**config.mk**
```make
export PLATFORM = sky130hd
export DESIGN_NAME = memory_arbiter_n
export DESIGN_NICKNAME = d
export VERILOG_FILES = /design/src/rtl/memory_arbiter_n.sv
export SDC_FILE = /design/constraint.sdc
export NUM_CORES = 1
export LEC_CHECK = 0
export BUFFER_PORTS_ARGS = -buffer_cell sky130_fd_sc_hd__buf_2
export CORE_MARGIN = 4
export CORE_UTILIZATION = 46
export DETAILED_ROUTE_END_ITERATION = 16
export PLACE_DENSITY = 0.9
export SETUP_SLACK_MARGIN = 0.1
export SKIP_CTS_REPAIR_TIMING = 1
export SLEW_MARGIN = 0
export SYNTH_ARGS = -nofsm -noshare
export SYNTH_HDL_FRONTEND = slang
export SYNTH_SLANG_ARGS = --single-unit
```
**constraint.sdc**
```tcl
create_clock -name CLK -period 4.45 [get_ports CLK]
set_clock_uncertainty 0.1 [all_clocks]
set_input_delay 0.2225 -clock CLK [delete_from_list [all_inputs] [get_ports CLK]]
set_output_delay 0.2225 -clock CLK [all_outputs]
set_load 0.02 [all_outputs]
```
**src/rtl/memory_arbiter_n.sv**
```systemverilog
// -----------------------------------------------------------------------------
// memory_arbiter_n
//   Shares one single-ported RAM between NUM_PORTS requesters. Each transaction
//   runs IDLE (grant) -> ACCESS (held while ram_busy) -> RESP (one-cycle ready).
//   Winner selection is fixed priority (lowest index) or round-robin.
//
// Ports
//   CLK, RST          clock, synchronous active-high reset
//   req_ren/req_wen   per-port read / write request (both high = write)
//   req_addr          per-port address, port k at [k*ADDR_W +: ADDR_W]
//   req_store         per-port write data, packed the same way
//   req_ready         one-hot completion pulse, valid in RESP
//   req_load          read data of the last completed read
//   grant_id          index of the port owning the RAM
//   ram_ren/ram_wen   RAM strobes, asserted only in ACCESS
//   ram_addr/ram_store latched address / write data of the current owner
//   ram_load          RAM read data, valid when ram_busy is low
//   ram_busy          RAM still working; low = access completes this cycle
// -----------------------------------------------------------------------------
module memory_arbiter_n #(
  parameter int NUM_PORTS = 2,
  parameter int ADDR_W    = 32,
  parameter int DATA_W    = 32,
  parameter int RR_MODE   = 0,
  localparam int ID_W     = (NUM_PORTS > 1) ? $clog2(NUM_PORTS) : 1
) (
  input  logic                        CLK,
  input  logic                        RST,
  input  logic [NUM_PORTS-1:0]        req_ren,
  input  logic [NUM_PORTS-1:0]        req_wen,
  input  logic [NUM_PORTS*ADDR_W-1:0] req_addr,
  input  logic [NUM_PORTS*DATA_W-1:0] req_store,
  output logic [NUM_PORTS-1:0]        req_ready,
  output logic [DATA_W-1:0]           req_load,
  output logic [ID_W-1:0]             grant_id,
  output logic                        ram_ren,
  output logic                        ram_wen,
  output logic [ADDR_W-1:0]           ram_addr,
  output logic [DATA_W-1:0]           ram_store,
  input  logic [DATA_W-1:0]           ram_load,
  input  logic                        ram_busy
);

  localparam logic [1:0] S_IDLE   = 2'd0;
  localparam logic [1:0] S_ACCESS = 2'd1;
  localparam logic [1:0] S_RESP   = 2'd2;

  logic [1:0]           state_q,  state_d;
  logic [ID_W-1:0]      grant_q,  grant_d;
  logic [ID_W-1:0]      rr_ptr_q, rr_ptr_d;   // last granted port
  logic                 wr_q,     wr_d;
  logic [ADDR_W-1:0]    addr_q,   addr_d;
  logic [DATA_W-1:0]    store_q,  store_d;
  logic [DATA_W-1:0]    load_q,   load_d;

  logic [NUM_PORTS-1:0] req_any;
  logic                 win_valid;
  logic [ID_W-1:0]      win_id;

  assign req_any = req_ren | req_wen;

  // Winner selection. Both loops run from the least preferred candidate to the
  // most preferred one, so the last hit overwrites the others and no early
  // exit is needed.
  always_comb begin
    // NOTE: every variable assigned in always_comb gets a default first so
    // no path leaves it unassigned, which would infer a latch.
    win_valid = 1'b0;
    win_id    = '0;
    if (RR_MODE == 0) begin
      for (int i = NUM_PORTS - 1; i >= 0; i--) begin
        if (req_any[ID_W'(i)]) begin
          win_valid = 1'b1;
          win_id    = ID_W'(i);
        end
      end
    end else begin
      // Search order starts just after the last grant and wraps around.
      for (int k = NUM_PORTS; k >= 1; k--) begin
        if (req_any[ID_W'((int'(rr_ptr_q) + k) % NUM_PORTS)]) begin
          win_valid = 1'b1;
          win_id    = ID_W'((int'(rr_ptr_q) + k) % NUM_PORTS);
        end
      end
    end
  end

  always_comb begin
    state_d  = state_q;
    grant_d  = grant_q;
    rr_ptr_d = rr_ptr_q;
    wr_d     = wr_q;
    addr_d   = addr_q;
    store_d  = store_q;
    load_d   = load_q;
    case (state_q)
      S_IDLE: begin
        if (win_valid) begin
          state_d  = S_ACCESS;
          grant_d  = win_id;
          rr_ptr_d = win_id;
          // A simultaneous read+write request is a write.
          wr_d     = req_wen[win_id];
          addr_d   = req_addr[int'(win_id)*ADDR_W +: ADDR_W];
          store_d  = req_store[int'(win_id)*DATA_W +: DATA_W];
        end
      end
      S_ACCESS: begin
        if (!ram_busy) begin
          if (!wr_q) load_d = ram_load;
          state_d = S_RESP;
        end
      end
      S_RESP:  state_d = S_IDLE;
      default: state_d = S_IDLE;
    endcase
  end

  always_ff @(posedge CLK) begin
    // NOTE: state registers use non-blocking assignments so every flop
    // samples the pre-edge value of every other flop.
    if (RST) begin
      state_q  <= S_IDLE;
      grant_q  <= '0;
      rr_ptr_q <= ID_W'(NUM_PORTS - 1);  // port 0 searched first after reset
      wr_q     <= 1'b0;
      addr_q   <= '0;
      store_q  <= '0;
      load_q   <= '0;
    end else begin
      state_q  <= state_d;
      grant_q  <= grant_d;
      rr_ptr_q <= rr_ptr_d;
      wr_q     <= wr_d;
      addr_q   <= addr_d;
      store_q  <= store_d;
      load_q   <= load_d;
    end
  end

  // All outputs decode registered state only, so they are glitch-free and
  // independent of same-cycle requester activity.
  assign ram_ren   = (state_q == S_ACCESS) && !wr_q;
  assign ram_wen   = (state_q == S_ACCESS) &&  wr_q;
  assign ram_addr  = addr_q;
  assign ram_store = store_q;
  assign req_load  = load_q;
  assign grant_id  = grant_q;

  always_comb begin
    req_ready = '0;
    if (state_q == S_RESP) req_ready[grant_q] = 1'b1;
  end

endmodule
```
---- Word level (Yosys, flattened, before mapping) ----
Index checks and enable logic that the tools add are counted.
cells by class
  $add $sub $neg .......................... 0
  $mul .................................... 0
  div/mod/pow operators ................... 0
  order comparisons ....................... 3
  equal/unequal tests ..................... 4
  shift-type cells ........................ 2
  muxes and demuxes ....................... 10
  bitwise gates (word level) .............. 3
  reductions and logical operators ........ 8
operator list
  operator            number
  $shiftx 64x7->32    2
  $mux 2              3
  $mux 1              5
  $lt 1x2->1 const B  2
  $ne 2x2->1 const B  2
  $pmux 2 s2          1
  $reduce_and 2->1    2
  $logic_and 1x1->1   3
  $reduce_and 3->1    1
  $eq 2x1->1 const B  1
  $eq 2x2->1 const B  1
  $logic_not 2->1     1
  $not 1->1           2
  $demux 1 s1         1
  $ge 1x1->1 const B  1
  $logic_not 1->1     1
  $or 1x1->1          1
word-level totals
  flip-flop bits (word level) ............. 100
  bits in latches ......................... 0
  bits in writable memories ............... 0
  bits in read-only memories .............. 0
  input port bits ......................... 167
  memories kept ........................... 0

---- Logic depth before layout (Yosys ltp) ----
Gate-level depths: netlist of the first run.
  depth after elaboration ................. 5
  depth in mapped cells ................... 5

---- Worst setup path after synthesis of the first run ----
Ideal clock, no wire load.
  kind .................................... register to output
  start point ............................. register state_q[1]
  end point ............................... output port req_ready[0]
  arrival ................................. 1.173 ns
  data required time ...................... 4.128 ns
  path slack .............................. 2.955 ns
  cell stages (with the launch flop) ...... 5
  path through ............................ dfxtp_1 -> buf_6 -> buf_6 -> clkbuf_1 -> nor2b_1
on the way
  cells in the longest elaborated chain, start to end .. 2
ends and longest elaborated chain
  element                 line  RTL
  start, declared         48    logic [1:0] state_q, state_d;
  start signal, assigned  131   state_q <= state_d;
  $eq 2x2->1              152   if (state_q == S_RESP) req_ready[grant_q] = 1'b1;
  $mux 2                  152
  end, declared           33    output logic [NUM_PORTS-1:0] req_ready,
Every way passes these cells.

---- Final worst setup path of the first run ----
  start point ............................. register state_q[0]
  end point ............................... register load_q[21] (netlist: req_load[21])
on the way
  cells in the longest elaborated chain, start to end .. 2
ends and longest elaborated chain
  element                     line  RTL
  $eq 2x1->1                  96    case (state_q)
  $reduce_and 3->1 (no line)  -
  end signal, assigned        137   load_q <= load_d;
  end, declared               54    logic [DATA_W-1:0] load_q, load_d;
Every way passes these cells.
A chain may end at the register's enable or synchronous reset.

==> results of run 1 <==
[logic make-up (layout without fill, tap and decap cells)]
kind of cell / count (synthesis) / in the layout / share of synthesized area (%)
and+or+nand+nor: 135 / 135 / 24.1
AOI/OAI and AO/OA: 131 / 131 / 15.6
DFF: 99 / 99 / 47.0
buffers and inverters: 50 / 218 / 5.63
muxes: 32 / 32 / 7.59
other: 1 / 2 / 0.0889
[state kept, by name, summed over array words and instances (netlist names)]
name       cells
ram_addr      32
wr_q           1
req_load      32
state_q        2
ram_store     32
[Yosys cell counts]
library cell  instances
nor2b_1               1
a21oi_1              65
buf_2                 4
nor2_1                2
clkbuf_1             33
or3b_1               65
o21ai_1              18
dfxtp_1              99
nand2b_1             65
o21ai_0              47
buf_1                 4
conb_1                1
mux2i_1              32
a211oi_1              1
buf_6                 5
nor3_1                1
buf_4                 2
nor4b_4               1
inv_1                 2
[layout make-up]
cell class | instances | area, um2
fill | 776 | 3480
multi-input combinational | 300 | 2000
sequential | 99 | 1990
timing repair buffer | 200 | 1010
clock buffer | 11 | 141
tap | 108 | 135
clock inverter | 5 | 36.3
inverter | 2 | 7.51
[how the worst min path moves through the flow]
stage                  from      endpoint  cells past startpoint  slack [ns]
2_1_floorplan      ram_busy    state_q[1]                      1        0.20
5_1_grt        ram_load[28]  req_load[28]                      3       0.008
4_1_cts            ram_busy    state_q[1]                      2       -0.02
3_3_place_gp       ram_busy    state_q[1]                      2        0.35
3_5_place_dp       ram_busy    state_q[1]                      2        0.35
6_report       ram_load[28]  req_load[28]                      3        0.02
[report_power, final]
part	total, uW	switching, uW	internal, uW
combinational	314	170	143
sequential	1000	58.2	944
clock	526	305	222
[per-stage QoR]
stage	utilization [%]	setup slack (ns)	instance area, um2	hold slack (ns)	std cells
2_1_floorplan	-	2.95	4220	0.202	449
3_3_place_gp	58.3	2.17	5140	0.349	708
3_5_place_dp	58.3	2.05	5140	0.353	708
4_1_cts	60.4	2.04	5320	-0.0230	724
5_1_grt	60.5	1.84	5330	0.00766	725
6_report	60.5	2.09	5330	0.0189	725
[layer usage]
| layer | track usage (%) | wire length, um | vias to the layer above | part of all wire (%) |
|---|---|---|---|---|
| met5 | 0 | 0 | - | 0 |
| met4 | 8.83 | 284 | 0 | 2.8 |
| met3 | 4.60 | 687 | 24 | 6.7 |
| met2 | 30.2 | 4860 | 134 | 48 |
| met1 | 22.3 | 4360 | 1597 | 43 |
| li1 | - | - | 1882 | - |
[worst min-delay path, cell delays in order]
cell	delay (ns)
buf_2	0.09
nand2b_1	0.05
mux2i_1	0.06
==> metrics, run 1 <==
outcome complete, no violations; Bufs and invs on worst path 1; Crit. Startpoint state_q[0]; post-synthesis cell type count 19; Hold Vio Cnt, Final 0; CP Max Fanout ~130; Total Power around 1800 uW; Mapped Area between 4000 and 5000 um2; WL per Instance approximately 14 um; Sink Count between 90 and 100; maximum vdd drop 0.168 mV; fmax between 400 and 500 MHz; worst hold path class input pin to flop; Core Box Area 8810 um2; global-route wire length before repair roughly 17000 um; Layout area overhead 26.2%; Num CTS Buffers 9; post-synth top area share 47.0%; 1st-pass router iterations 4; Final setup viols 0; cell type with the largest total area after synthesis dfxtp_1; # DRC 0; GR Util All Layers 18.3%; CP arrival between 2 and 3 ns; RSZ-0062 raised after global routing false; worst r2r path cells 3; P_leak approximately 0.0024 uW; commonest non-fill, non-tap cell in the layout buf_2; worst-path cell chain nor4b_4 -> buf_4 -> mux2i_1; H-tree Lvls 3; FF-to-FF setup slack about 2.1 ns; Synth Instances roughly 450; critical path launch point type flop; sequential element share of the synthesized area between 40% and 50%; initial antenna violation count 0; IO buf count between 150 and 200; family with the most delay on the worst path flip-flops; Worst R2R Start state_q[0]; Die Height around 100 um; Max Cap Viol 0; most frequent cells in the layout buf_2, dfxtp_1, nand2b_1, or3b_1, a21oi_1; Detailed Route Iter0 Violations about 120; number of cells on the critical path 3; Detail Placement HPWL about 7000 um; capture point of the worst path req_load[21]; Die W between 100 and 150 um; CTS tree built; clk buf depth 2; Routed WL 10200 um; largest stage delay on the critical path between 1 and 1.5 ns; Crit. End Element flop; measured slew at the worst slew-check pin 1.09 ns; starting density of the core between 40 and 50%; via count of the first global-routing pass about 3.5k; synth warn 0; Final ANT Viol Nets 0; die area ~11000 um2; largest net degree at the start of global routing ~140; Root Buffer clkbuf_8; syn_area_per_cell between 9 and 10 um2; antenna cell count 0; setup TNS 0 ns; Reg clk slew, reported paths approximately 0.1 ns; synthesis-stage register bit count between 90 and 100; min Tclk post-route between 2 and 2.5 ns; critical path class flop to flop; P per Cell Area about 350 nW/um2; vias per cell 5.02; Max Slew Vio Count 0; proportion of layout cells with a drive suffix above 1 a little over a third; fin crit share a little over half; Final nets approximately 780; dominant cells by area after synthesis dfxtp_1, or3b_1, nand2b_1, a21oi_1, mux2i_1; Slowest-stage cell, CP dfxtp_4; clock latency on the worst-skew pair between 0.3 and 0.4 ns; total gr overflow 0; DR vias 3637; worst endpoint required time around 4.6 ns; worst relative slew slack 27.5%; RePlAce Congestion roughly 0.74; I/O Pins between 200 and 300; cell row count 34; Worst R2R End req_load[21]
(Power assumes the default switching activity.)
==> inputs of run 2 (changes only) <==
--- a/config.mk
+++ b/config.mk
@@ -7,9 +7,9 @@
 export LEC_CHECK = 0
 export BUFFER_PORTS_ARGS = -buffer_cell sky130_fd_sc_hd__buf_2
 export CORE_MARGIN = 4
-export CORE_UTILIZATION = 46
+export CORE_UTILIZATION = 39
 export DETAILED_ROUTE_END_ITERATION = 16
-export PLACE_DENSITY = 0.9
+export PLACE_DENSITY = 0.81
 export SETUP_SLACK_MARGIN = 0.1
 export SKIP_CTS_REPAIR_TIMING = 1
 export SLEW_MARGIN = 0
==> constraint.sdc (replaced) <==
create_clock -name CLK -period 2 [get_ports CLK]
set_clock_uncertainty 0.1 [all_clocks]
set_input_delay 0.1 -clock CLK [delete_from_list [all_inputs] [get_ports CLK]]
set_output_delay 0.1 -clock CLK [all_outputs]
set_load 0.02 [all_outputs]
==> run 2 against run 1 <==
The flow now finishes with violations (negative hold slack). Worst setup slack worse by 1.8 ns. Critical path depth is 1 lower. Power is 140% higher. Global-route usage is 1.9 points lower. Via count is 15% higher. Flip-flop and latch count stayed put. Clock power grew to 2.6 times the previous value. Final area is 20% higher. Die area is 17% higher. Sequential share of layout area is 6.1 points lower. Final cell count is 17% higher. Sequential power is 120% higher. Critical path type is now flop to output port. Largest power group unchanged.
==> metrics, run 2 (synthesis gave the netlist of run 1 again) <==
outcome complete, but fails checks; failing checks negative hold slack; total gr overflow 0; Core Box Area ~10000 um2; H-tree Lvls 3; P_leak 0.00286 uW; proportion of layout cells with a drive suffix above 1 between 30% and 40%; Crit. Startpoint state_q[1]; Detailed Route Iter0 Violations roughly 250; DR vias around 4.2k; RSZ-0062 raised after global routing false; critical path launch point type flop; Final setup viols 0; global-route wire length before repair 17400 um; Reg clk slew, reported paths 0.09 ns; fill count 840; Routed WL 12700 um; GR Util All Layers 16.4%; hold depth 3; I/O Pins 268; Die Height between 100 and 150 um; CP arrival approximately 1.5 ns; commonest non-fill, non-tap cell in the layout buf_2; pre-CTS setup slack approximately 0.37 ns; P per Cell Area between 700 and 800 nW/um2; Crit. End Element output port; Die W roughly 110 um; fin area between 6000 and 7000 um2; die area 12500 um2; Placed Instance Area approximately 5300 um2; WL per Instance between 15 and 20 um; RePlAce Congestion roughly 0.78; critical path class flop to output port; measured slew at the worst slew-check pin roughly 0.58 ns; worst relative slew slack about three fifths; Max Slew Vio Count 0; maximum vdd drop around 0.35 mV; Hold Crit Start req_addr[3]; post-route worst setup slack about 0.27 ns; CP Max Fanout 65; # DRC 0; Layout area overhead 51.0%; starting density of the core between 40% and 50%; cell row count 37; clk buf depth 2; initial antenna violation count 1; worst r2r path cells 3; vias per cell between 4 and 5; setup TNS 0 ns; fmax 579 MHz; largest net degree at the start of global routing roughly 130; hold slack final -0.0158 ns; Root Buffer clkbuf_8; Worst R2R Start state_q[1]; Max Cap Viol 0; Worst R2R End req_load[20]; fin crit share between 80% and 90%; min Tclk post-route 1.73 ns; clock latency on the worst-skew pair between 0.3 and 0.4 ns; 1st-pass router iterations 4; via count of the first global-routing pass 3708; hold endpoint ram_addr[3]; most frequent cells in the layout buf_2, dfxtp_1, dlygate4sd3_1; Num CTS Buffers 9; IO buf count between 150 and 200; Detail Placement HPWL between 7000 and 8000 um; Final nets a little under 900; Final ANT Viol Nets 0; post-layout util about three fifths; Sink Count slightly below 100; worst endpoint required time ~1.8 ns; worst hold path class input pin to flop; CTS tree built; FF-to-FF setup slack around 0.32 ns; Hold Vio Cnt, Final 6
run 2: cell count changes in the layout (fill, tap and decap cells not counted), sizes merged, moves of 2 or more:
cell         delta
buf             +4
clkbuf          +2
dlygate4sd3    +87
inv             -2
run 2: through the flow:
stage,hold slack (ns),power (uW),cells
finish,-0.0158,4490,845
global route,0.00126,4690,845
CTS,-0.164,4390,756
detailed placement,0.233,3010,740
global placement,0.226,2970,740
floorplan,0.0793,2720,449
run 2: worst max path at each step:
stage                         endpoint  depth (start not counted)
after floorplan           req_load[10]                          4
after global placement    req_load[17]                          3
after detailed placement   req_load[9]                          3
after CTS                      ram_ren                          3
after global routing           ram_wen                          3
final                     req_ready[0]                          2
run 2: area by class of cell:
class	count	area [um2]	share of cell area (%)
Multi-Input combinational cell	300	2000	31.5
Sequential cell	99	1990	31.2
Timing Repair Buffer	291	1970	31.0
Clock buffer	13	179	2.81
Tap cell	136	170	2.67
Clock inverter	3	43.8	0.687
Inverter	2	7.51	0.118
Antenna cell	1	2.50	0.0393
run 2: worst max-delay path, cell delays in order (launching register included):
cell	delay, ns
dfxtp_4	0.72
nor2b_1	0.23
buf_2	0.19
run 2: power breakdown:
group          switching [uW]  internal, uW  total (uW)
clock                     659           716        1370
sequential               84.5          2100        2180
combinational             476           451         928
total                    1220          3270        4490
run 2: routing by layer:
layer	vias to the layer above	wire length, um	GRT usage [%]
li1	2067	-	-
met2	139	6800	29.3
met1	1924	4770	18.9
met4	0	473	7.85
met3	37	684	2.91
met5	-	0	0
==> inputs of run 3 (changes only) <==
--- a/config.mk
+++ b/config.mk
@@ -6,6 +6,7 @@
 export NUM_CORES = 1
 export LEC_CHECK = 0
 export BUFFER_PORTS_ARGS = -buffer_cell sky130_fd_sc_hd__buf_2
+export CORE_ASPECT_RATIO = 1.2
 export CORE_MARGIN = 4
 export CORE_UTILIZATION = 39
 export DETAILED_ROUTE_END_ITERATION = 16
==> run 3 against run 2 <==
Largest cell class unchanged. Highest routed layer unchanged. Sequential power about the same. Final cell count shrank 5.9%. Combinational power decreased by 7.5%. Worst setup slack improved by 0.15 ns. Clock-buffer cell count down 3. First-iteration DRC count fell by 48%. The run still ends with negative hold slack left. Critical path depth did not move. Clock power is 22% higher.
==> metrics, run 3 (synthesis gave the netlist of run 1 again) <==
# DRC 0; vias per cell ~4.9; Num CTS Buffers 9; clk buf depth 2; Crit. End Element output port; Max Cap Viol 0; WL per Instance ~15 um; I/O Pins 268; hold slack final -0.00488 ns; Die Height around 120 um; Die W just over 100 um; fmax around 640 MHz; P per Cell Area 786 nW/um2; RSZ-0062 raised after global routing false; CP arrival about 1.4 ns; largest net degree at the start of global routing 86; Hold Vio Cnt, Final 7; critical path launch point type flop; clock latency on the worst-skew pair about 0.33 ns; 1st-pass router iterations 4; failing checks negative hold slack; fill count 904; H-tree Lvls 3; via count of the first global-routing pass about 3.4k; most frequent cells in the layout buf_2, dfxtp_1, nand2b_1, or3b_1, a21oi_1; IO buf count 198; Routed WL 11700 um; measured slew at the worst slew-check pin approximately 0.57 ns; CP Max Fanout 50; die area between 10000 and 15000 um2; worst hold path class input pin to flop; worst endpoint required time around 1.8 ns; Core Box Area around 11000 um2; Sink Count 99; DR vias approximately 3.9k; CTS tree built; initial antenna violation count 0; starting density of the core between 30% and 40%; min Tclk post-route between 1.5 and 2 ns; total gr overflow 0; cell row count 41; P_leak 0.00272 uW; RePlAce Congestion roughly 0.73; GR Util All Layers approximately 16%; setup TNS 0 ns; proportion of layout cells with a drive suffix above 1 between 30 and 40%; Root Buffer clkbuf_16; antenna cell count 0; fin area approximately 6000 um2; global-route wire length before repair approximately 16000 um; fin crit share 78.6%; worst relative slew slack between 60% and 70%; Total Power roughly 4700 uW; Placed Instance Area between 5000 and 6000 um2; outcome complete, but fails checks; Reg clk slew, reported paths about 0.07 ns; critical path class flop to output port; area taken by multi-input logic gates 2000 um2; Layout area overhead 42.2%; commonest non-fill, non-tap cell in the layout buf_2; Detailed Route Iter0 Violations between 100 and 150; Detail Placement HPWL about 7600 um; Final ANT Viol Nets 0; Reg area ~2000 um2; Max Slew Vio Count 0; Final setup viols 0; Final nets between 800 and 900; maximum vdd drop around 0.47 mV
==> run 3: final timing paths <==
path / startpoint / to / slack, ns / depth (start not counted)
worst max-delay path: state_q[1] / req_ready[0] / 0.43 / 2
worst max register to register: state_q[1] / req_load[8] / 0.45 / 3
worst min register to register: req_load[6] / req_load[6] / 0.37 / 2
worst min-delay path: req_store[18] / ram_store[18] / -0.005 / 3
==> run 3: final cells by class <==
class                           count  share of cell area [%]
Sequential cell                    99                    33.1
Clock inverter                      5                   0.896
Multi-Input combinational cell    300                    33.4
Tap cell                          129                    2.69
Clock buffer                       10                    3.81
Timing Repair Buffer              250                    25.9
Inverter                            2                   0.125
==> run 3: per-stage QoR <==
stage	util (%)	instances	setup WS, ns	hold slack [ns]
3_5_place_dp	50.0	736	0.447	0.247
5_1_grt	56.8	795	0.325	0.0000177
2_1_floorplan	-	449	0.594	0.0793
4_1_cts	52.6	751	0.386	-0.111
3_3_place_gp	50.0	736	0.517	0.231
6_report	56.8	795	0.428	-0.00488
==> run 3: per-layer routing <==
| metal | vias to the layer above | track usage [%] | part of all wire [%] |
|---|---|---|---|
| met1 | 1791 | 18.7 | 41 |
| met3 | 17 | 5.33 | 8.0 |
| li1 | 1984 | - | - |
| met2 | 125 | 25.8 | 50 |
| met5 | - | 0 | 0 |
| met4 | 0 | 6.80 | 1.7 |
==> run 3: power by group <==
part	internal (uW)	switching (uW)	leakage (uW)	total (uW)
Combinational	400	458	0.00176	858
Clock	960	713	0.000139	1670
Sequential	2100	82.3	0.000815	2180
Total	3460	1250	0.00272	4720
==> run 3: critical path: stages, from the launching register on <==
cell,delay [ns]
dfxtp_4,0.62
nor2b_1,0.22
buf_2,0.19
